<file path="config.mk">
export PLATFORM = sky130hd
export DESIGN_NAME = lbdr_dr_fsm
export DESIGN_NICKNAME = d
export VERILOG_FILES = /design/src/rtl/lbdr_dr_fsm.sv
export SDC_FILE = /design/constraint.sdc
export NUM_CORES = 1
export LEC_CHECK = 0
export CAP_MARGIN = 20
export CORE_MARGIN = 5
export CORE_UTILIZATION = 35
export DETAILED_ROUTE_END_ITERATION = 12
export GPL_ROUTABILITY_DRIVEN = 1
export GPL_TIMING_DRIVEN = 0
export MAX_ROUTING_LAYER = met4
export PLACE_DENSITY = 0.7
export SLEW_MARGIN = 40
export SYNTH_ARGS = -nofsm -noshare
export SYNTH_HDL_FRONTEND = slang
export SYNTH_SLANG_ARGS = --single-unit
export TNS_END_PERCENT = 10
</file>
<file path="constraint.sdc">
create_clock -name clk -period 3.8 [get_ports clk]
set_clock_uncertainty 0.05 [all_clocks]
set_input_delay 0.76 -clock clk [delete_from_list [all_inputs] [get_ports clk]]
set_output_delay 0.76 -clock clk [all_outputs]
set_load 0.05 [all_outputs]
</file>
<file path="src/rtl/lbdr_dr_fsm.sv">
// LBDR routing unit with deroute fallback for one router input port.
// Ports: clk/rst, *_rst config, FIFO head (empty/rd_en/flit_id/dst_addr) -> N/E/W/S/L, busy, err.
module lbdr_dr_fsm #(
  parameter int         X_W     = 2,
  parameter int         Y_W     = 2,
  parameter logic [2:0] HEADER  = 3'b001,
  parameter logic [2:0] PAYLOAD = 3'b010,
  parameter logic [2:0] TAIL    = 3'b100,
  parameter bit         ONE_HOT = 1'b1,
  parameter bit         DR_EN   = 1'b1
) (
  input  logic                 clk,
  input  logic                 rst,
  input  logic [7:0]           Rxy_rst,
  input  logic [3:0]           Cx_rst,
  input  logic [7:0]           Dr_rst,
  input  logic [X_W+Y_W-1:0]   cur_addr_rst,
  input  logic                 empty,
  input  logic                 rd_en,
  input  logic [2:0]           flit_id,
  input  logic [X_W+Y_W-1:0]   dst_addr,
  output logic                 Nport,
  output logic                 Eport,
  output logic                 Wport,
  output logic                 Sport,
  output logic                 Lport,
  output logic                 route_busy,
  output logic                 route_err
);

  localparam int ADDR_W = X_W + Y_W;

  if (HEADER == PAYLOAD || HEADER == TAIL ||
      PAYLOAD == TAIL) begin : g_bad_ids
    $error("flit_id codes must be distinct");
  end

  typedef enum logic {IDLE, BUSY} state_t;

  state_t state_q, state_d;

  // Port vectors are indexed {L,S,W,E,N}; the low four
  // bits share the numbering of Cx and the deroute codes.
  logic [4:0]        port_q, port_d;
  logic              err_q, err_d;
  logic [7:0]        rxy_q;
  logic [3:0]        cx_q;
  logic [7:0]        dr_q;
  logic [ADDR_W-1:0] cur_q;

  logic [X_W-1:0] x_cur, x_dst;
  logic [Y_W-1:0] y_cur, y_dst;
  logic           n1, s1, e1, w1, loc;
  logic [3:0]     min_set, min_sel;
  logic [1:0]     prim, dr_code;
  logic [3:0]     dr_port;
  logic           dr_ok;
  logic [4:0]     route;
  logic           route_ok;
  logic           is_hdr, is_tail;

  assign x_cur = cur_q[X_W-1:0];
  assign y_cur = cur_q[ADDR_W-1:X_W];
  assign x_dst = dst_addr[X_W-1:0];
  assign y_dst = dst_addr[ADDR_W-1:X_W];

  assign n1  = y_dst < y_cur;
  assign s1  = y_cur < y_dst;
  assign e1  = x_cur < x_dst;
  assign w1  = x_dst < x_cur;
  assign loc = ~n1 & ~s1 & ~e1 & ~w1;

  assign min_set[0] = (n1 & ~e1 & ~w1 |
                       n1 & e1 & rxy_q[0] |
                       n1 & w1 & rxy_q[1]) & cx_q[0];
  assign min_set[1] = (e1 & ~n1 & ~s1 |
                       e1 & n1 & rxy_q[2] |
                       e1 & s1 & rxy_q[3]) & cx_q[1];
  assign min_set[2] = (w1 & ~n1 & ~s1 |
                       w1 & n1 & rxy_q[4] |
                       w1 & s1 & rxy_q[5]) & cx_q[2];
  assign min_set[3] = (s1 & ~e1 & ~w1 |
                       s1 & e1 & rxy_q[6] |
                       s1 & w1 & rxy_q[7]) & cx_q[3];

  always_comb begin
    min_sel = min_set;
    if (ONE_HOT) begin
      min_sel = '0;
      priority case (1'b1)
        min_set[0]: min_sel[0] = 1'b1;
        min_set[1]: min_sel[1] = 1'b1;
        min_set[2]: min_sel[2] = 1'b1;
        min_set[3]: min_sel[3] = 1'b1;
        default:    min_sel    = '0;
      endcase
    end
  end

  // Vertical displacement wins the choice of primary
  // direction; its 2-bit slot in Dr picks the detour.
  always_comb begin
    prim = 2'd2;
    priority case (1'b1)
      n1:      prim = 2'd0;
      s1:      prim = 2'd3;
      e1:      prim = 2'd1;
      default: prim = 2'd2;
    endcase
  end

  assign dr_code = dr_q[{prim, 1'b0} +: 2];
  assign dr_port = 4'b0001 << dr_code;
  assign dr_ok   = DR_EN & cx_q[dr_code];

  always_comb begin
    route    = '0;
    route_ok = 1'b1;
    if (loc)
      route = 5'b10000;
    else if (|min_sel)
      route = {1'b0, min_sel};
    else if (dr_ok)
      route = {1'b0, dr_port};
    else
      route_ok = 1'b0;
  end

  assign is_hdr  = flit_id == HEADER;
  assign is_tail = flit_id == TAIL;

  always_ff @(posedge clk) begin
    if (rst) begin
      state_q <= IDLE;
      port_q  <= '0;
      err_q   <= 1'b0;
      rxy_q   <= Rxy_rst;
      cx_q    <= Cx_rst;
      dr_q    <= Dr_rst;
      cur_q   <= cur_addr_rst;
    end else begin
      state_q <= state_d;
      port_q  <= port_d;
      err_q   <= err_d;
    end
  end

  always_comb begin
    state_d = state_q;
    port_d  = port_q;
    err_d   = 1'b0;
    unique case (state_q)
      IDLE: begin
        if (!empty) begin
          if (is_hdr && route_ok) begin
            port_d  = route;
            state_d = BUSY;
          end else begin
            err_d = 1'b1;
          end
        end
      end
      BUSY: begin
        if (!empty) begin
          if (is_tail && rd_en) begin
            port_d  = '0;
            state_d = IDLE;
          end else if (is_hdr) begin
            err_d = 1'b1;
          end
        end
      end
      default: begin
        state_d = IDLE;
        port_d  = '0;
      end
    endcase
  end

  always_comb begin
    Nport      = port_q[0];
    Eport      = port_q[1];
    Wport      = port_q[2];
    Sport      = port_q[3];
    Lport      = port_q[4];
    route_busy = state_q == BUSY;
    route_err  = err_q;
  end

endmodule

</file>
Word-level counts from Yosys, hierarchy flattened
Cells that the tools add are included.
{"block": "classes", "n_shift": 2, "div": 0, "eq_ne": 6, "multipliers": 0, "reduce_logical": 4, "add_sub_neg": 0, "bitwise_logic": 40, "n_lt_le_gt_ge": 5, "mux": 37}
{"op": "bitwise AND 1 bit", "count": 27}
{"op": "2-to-1 mux 5 bit", "count": 5}
{"op": "2-to-1 mux 1 bit", "count": 23}
{"op": "case mux 5 bit (2 select lines)", "count": 1}
{"op": "< comparator 2 bit", "count": 4}
{"op": "2-to-1 mux 4 bit", "count": 2}
{"op": "bitwise OR 1 bit", "count": 8}
{"op": "variable part select 8 x 4 -> 2 bit", "count": 1}
{"op": "2-to-1 mux 2 bit", "count": 3}
{"op": "!= test 2 bit, second input constant", "count": 3}
{"op": "NOT 1 bit", "count": 5}
{"op": "case mux 1 bit (2 select lines)", "count": 2}
{"op": "AND reduction 4 bit", "count": 1}
{"op": "OR reduction 4 bit", "count": 1}
{"op": "left shift 1 x 2 -> 4 bit, first input constant", "count": 1}
{"op": "equality test 3 x 1 -> 1 bit, second input constant", "count": 1}
{"op": "equality test 3 bit, second input constant", "count": 1}
{"op": "< comparator 2 x 3 -> 1 bit, second input constant", "count": 1}
{"op": "binary-select mux 1 bit (select 2 bit)", "count": 1}
{"op": "logical AND 1 bit", "count": 2}
{"op": "!= test 2 x 1 -> 1 bit, second input constant", "count": 1}
{"block": "totals", "memories": 0, "mem_bits_rw": 0, "register_bits": 31, "in_bits": 35, "output_inout_bits": 7, "latch_bits": 0, "elab_cells": 101, "mem_bits_ro": 0}

Depth between registers and ports, before layout
Gate-level depths: netlist of run 1.
{"block": "depth", "depth_word": 18, "depth_mapped": 11}

Worst setup path after synthesis of run 1
Ideal clock, no wire load.
{"block": "synth_path", "path_kind": "input to register", "from": "input port dst_addr[3]", "to": "register port_q[1]", "path_stages": 11, "n_path_buf": 1, "arrival_ns": 2.672, "required_ns": 3.633, "setup_slack_ns": 0.960, "cell_sequence": "inv_1 > ha_1 > and2_1 > buf_6 > a21oi_2 > a22oi_1 > a2111oi_2 > a311oi_2 > o21ai_2 > nand2_1 > a32o_1"}
{"block": "synth_between", "elab_chain_cells": 16, "elab_cells_between_ends": 68}
{"item": "from (decl)", "line_no": "21", "text": "input logic [X_W+Y_W-1:0] dst_addr,"}
{"item": "< comparator 2 bit, on equally long branches", "line_no": "68, 67"}
{"item": "bitwise AND 1 bit (tied with other cells)", "line_no": "82", "text": "assign min_set[3] = (s1 & ~e1 & ~w1 |"}
{"item": "bitwise AND 1 bit, on equally long branches", "line_no": "82, 79, 83"}
{"item": "bitwise OR 1 bit / bitwise AND 1 bit (equally long branches)", "line_no": "82, 79"}
{"item": "bitwise OR 1 bit, on equally long branches", "line_no": "83, 79"}
{"item": "bitwise AND 1 bit / bitwise OR 1 bit (equally long branches)", "line_no": "84, 80"}
{"item": "2-to-1 mux 1 bit / bitwise AND 1 bit (equally long branches)", "line_no": "90, 81"}
{"item": "2-to-1 mux 1 bit (3 in a row)", "line_no": "90", "text": "priority case (1'b1)"}
{"item": "OR reduction 4 bit", "line_no": "121", "text": "else if (|min_sel)"}
{"item": "2-to-1 mux 4 bit / 2-to-1 mux 1 bit (equally long branches)", "line_no": "121"}
{"item": "2-to-1 mux 5 bit / 2-to-1 mux 1 bit (equally long branches)", "line_no": "119", "text": "if (loc)"}
{"item": "2-to-1 mux 5 bit / logical AND 1 bit (equally long branches)", "line_no": "155", "text": "if (is_hdr && route_ok) begin"}
{"item": "2-to-1 mux 5 bit / != test 2 bit (equally long branches)"}
{"item": "case mux 5 bit (2 select lines) / AND reduction 4 bit (equally long branches)"}
{"item": "to (signal assigned)", "line_no": "143", "text": "port_q <= port_d;"}
{"item": "to (decl)", "line_no": "44", "text": "logic [4:0] port_q, port_d;"}
Several ways; a longest one is shown, not always the timed one. The select of a mux whose other input is x is not followed.
A chain may end at the register's enable or synchronous reset.

Final worst setup path of run 1
Same ends and word-level chain as after synthesis.

==> results of run 1 <==
[path summary, 6_finish.rpt]
path | end | cells past startpoint | startpoint
hold / removal | port_q[0]$_SDFFE_PP0P_ | 2 | port_q[0]$_SDFFE_PP0P_
setup / recovery | port_q[1]$_SDFFE_PP0P_ | 12 | dst_addr[3]
setup reg to reg | port_q[1]$_SDFFE_PP0P_ | 10 | cur_q[3]$_DFFE_PP_
hold reg to reg | port_q[0]$_SDFFE_PP0P_ | 2 | port_q[0]$_SDFFE_PP0P_
[cells by family after synthesis]
family / count (synthesis) / share of synthesized area (%)
simple gates: 48 / 17.8
buf+inv: 8 / 2.47
flops: 31 / 56.7
fa+ha+maj: 4 / 3.30
compound gates: 26 / 16.7
mux: 4 / 2.97
[routing by layer]
layer / global-route usage (%) / vias to the layer above / routed length (um)
met3: 3.30 / 4 / 194
met2: 18.9 / 37 / 1480
li1: - / 561 / -
met1: 14.1 / 540 / 1300
met5: - / - / 0
met4: 6.02 / 0 / 72
[area by class of cell]
cell class                 instances  area, sq um
fill                             392         2220
sequential                        31          861
multi-input combinational         82          619
timing repair buffer              41          405
clock buffer                       5         68.8
tap                               52         65.1
inverter                           7         26.3
clock inverter                     3         15.0
buffer                             1         11.3
[synth_stat cells (all sizes together), types with 3 or more instances]
cell and n:
inv 7, nand2b 3, nor3 3, ha 4
nand2 5, nand3 8, a22o 4, o21ai 4
and2 3, edfxtp 24, mux2i 3, a2111oi 3
nor2 13, dfxtp 7
[per-stage QoR]
stage / instance area, sq um / power (W) / instances / setup slack [ns]
floorplan: 1520 / 0.000522 / 121 / 0.960
global placement: 1990 / 0.000586 / 214 / 0.297
detailed placement: 1990 / 0.000590 / 214 / 0.261
CTS: 2070 / 0.000836 / 222 / 0.548
global route: 2070 / 0.000866 / 222 / 0.359
finish: 2070 / 0.000821 / 222 / 0.548
[sequential cells by signal, indices dropped and copies added (netlist names)]
register / cells
port_q: 5
cur_q: 4
rxy_q: 8
route_err: 1
dr_q: 8
route_busy: 1
cx_q: 4
[worst min-delay path: cells and delay by family (launching register included)]
| family | cells | cell delay [ns] |
|---|---|---|
| flip-flops | 1 | 0.31 |
| multiplexers | 1 | 0.05 |
| AND/OR/NAND/NOR | 1 | 0.06 |
[power breakdown]
group	switching, W	internal, W	total, W
Sequential	0.0000103	0.000391	0.000401
Combinational	0.0000907	0.0000902	0.000181
Clock	0.000115	0.000124	0.000239
Total	0.000216	0.000605	0.000821
==> results.txt, run 1 <==
The run finished with clean final reports. The data required time of the worst path came out at 3.92 ns. The number of search-and-repair iterations in the first detailed-routing pass came out at 4. The setup slack on the worst flop-to-flop path came out at 1.15 ns.

Setup violations remaining at the end of the flow were counted as 0. The synthesis-stage register bit count came out at 31. The aggregate global routing overflow is 0. The number of max-slew violations in the final report is 0. The antenna violation net count after detailed routing is 0. The first global-routing pass estimated 5060 um of wire.

The largest fanout on the critical path came out at 8. Summing every instance area after synthesis gives 1520 sq um. Traced cell by cell, the critical path runs through clkdlybuf4s50_1, inv_1, ha_1, and2_1, buf_6, a21oi_2, a22oi_1, a2111oi_2, a311oi_2, o21ai_2, nand2_1, a32o_1. The sequential-to-total area share from yosys stat is 56.7%. Of all cell types, the one taking the most synthesized area is edfxtp_1.

The synthesis-to-finish area growth came out at 36.5%. In this run the static leakage power is 0.762 nW. Counting flops with a built-in enable in the synthesized netlist gives 24.

The count of unresolved DRC violations after routing is 0. The maximum root-to-sink buffer count came out at 2. TritonCTS built the clock tree. The number of clock buffers added by TritonCTS is 5. The routed layout has 1142 vias.

The fmax came out at 308 MHz. Together, buffers and inverters on the worst path number 3. The critical path is of the in -> reg type. The post-cts sizing count is 0. The die covers 5750 sq um. The worst setup path is launched from a primary input. The maximum vdd drop came out at 0.000240 V.

For this configuration, the core starts out at a cell density of 35.3%. The number of antenna diodes in the final layout is 0. The HPWL reported at the end of detailed placement is 2420 um. For this block, the initial DRC count from the detailed router was 34. The fraction of final layout cells sized beyond drive strength 1 is 12.9%. The count of max-cap constraint violations is 0. The floorplan has 24 rows. The height of the die is 75.9 um.

The transition time at the pin with the least slew margin came out at 0.622 ns. The number of top-level pins is 42. The worst relative slew slack came out at 58.5%. The initial antenna violation count came out at 0.

At the end of routability-driven placement, the weighted congestion stood at 0.843. Buffers placed on the I/O ports in this run total 41. The final cycle utilization of the critical path came out at 85.6%.

The number of synthesis warnings came out at 0. STA classifies the critical path endpoint as a register. The gate count after technology mapping came out at 121.

The H-tree depth is 2. The overall fraction of global-route tracks in use came out at 12.0%. The count of hold buffers inserted by post-cts repair is 0.

The utilization after layout is 48.3%. The synthesized area per cell came out at 12.5 sq um. The total power density per cell area is 396 nW/um^2.

Grouping stages by cell kind, the critical path spends the most delay in compound AO/OA/AOI/OAI gates. The number of setup buffers added after CTS is 0. In the layout the commonest cells are clkdlybuf4s50_1, edfxtp_1, nor2_1. Setup repair after global routing left no endpoint under its margin. Yosys attributes the largest share of cell area to edfxtp_1, dfxtp_1, ha_1. The routed via count divided by cell count came out at 5.14.

The share of synthesized flip-flops with an asynchronous set or reset is 0%. The post-detailed-routing wire length came out at 3050 um. The final hold violation count came out at 0.

The area of the core is 4290 sq um. The worst path arrival time came out at 3.37 ns. The tree is rooted in a clkbuf_8. The chip width is 75.9 um.

The synthesized net count is 160. The clock input transition at the sequential cells of the worst setup and hold paths is 0.06 ns. The number of global-route vias before repair is 1196. Entering global routing, the biggest net connects 30 pins.

On the worst path, the slowest cell contributes a delay of 0.45 ns. Among all flip-flop cells after synthesis, the most frequent one is edfxtp_1. The post-synthesis cell type count came out at 47.

The largest individual stage delay along the critical path comes from the cell clkdlybuf4s50_1. The accumulated negative setup slack came out at 0 ns. Leaving out fill and tap cells, the most frequent cell in the layout is clkdlybuf4s50_1. The average wire per cell in the routed design is 13.7 um. The tree built by TritonCTS fans out to 31 sinks. The worst-case hold slack is 0.427 ns. In the final design database the tool counted 208 nets. The type of the tightest min-delay check is reg -> reg. The later pin in the worst-skew pair is clocked with a latency of 0.27 ns. The area share of the leading cell type in the synthesized netlist came out at 47.5%. For the finished layout, the period the worst path requires is 3.25 ns.
Note: power is estimated with default switching activity, not from simulation.
==> inputs of run 2 (changes only) <==
Settings changed: TNS_END_PERCENT 10 to 1.
==> results of run 2 <==
Same layout as run 1: the final DEF is identical, and so are final timing and power.
==> inputs of run 3 (changes only) <==
Settings changed: CTS_CLUSTER_SIZE set to 40.
==> results of run 3 <==
Same layout as run 1: the final DEF is identical, and so are final timing and power.
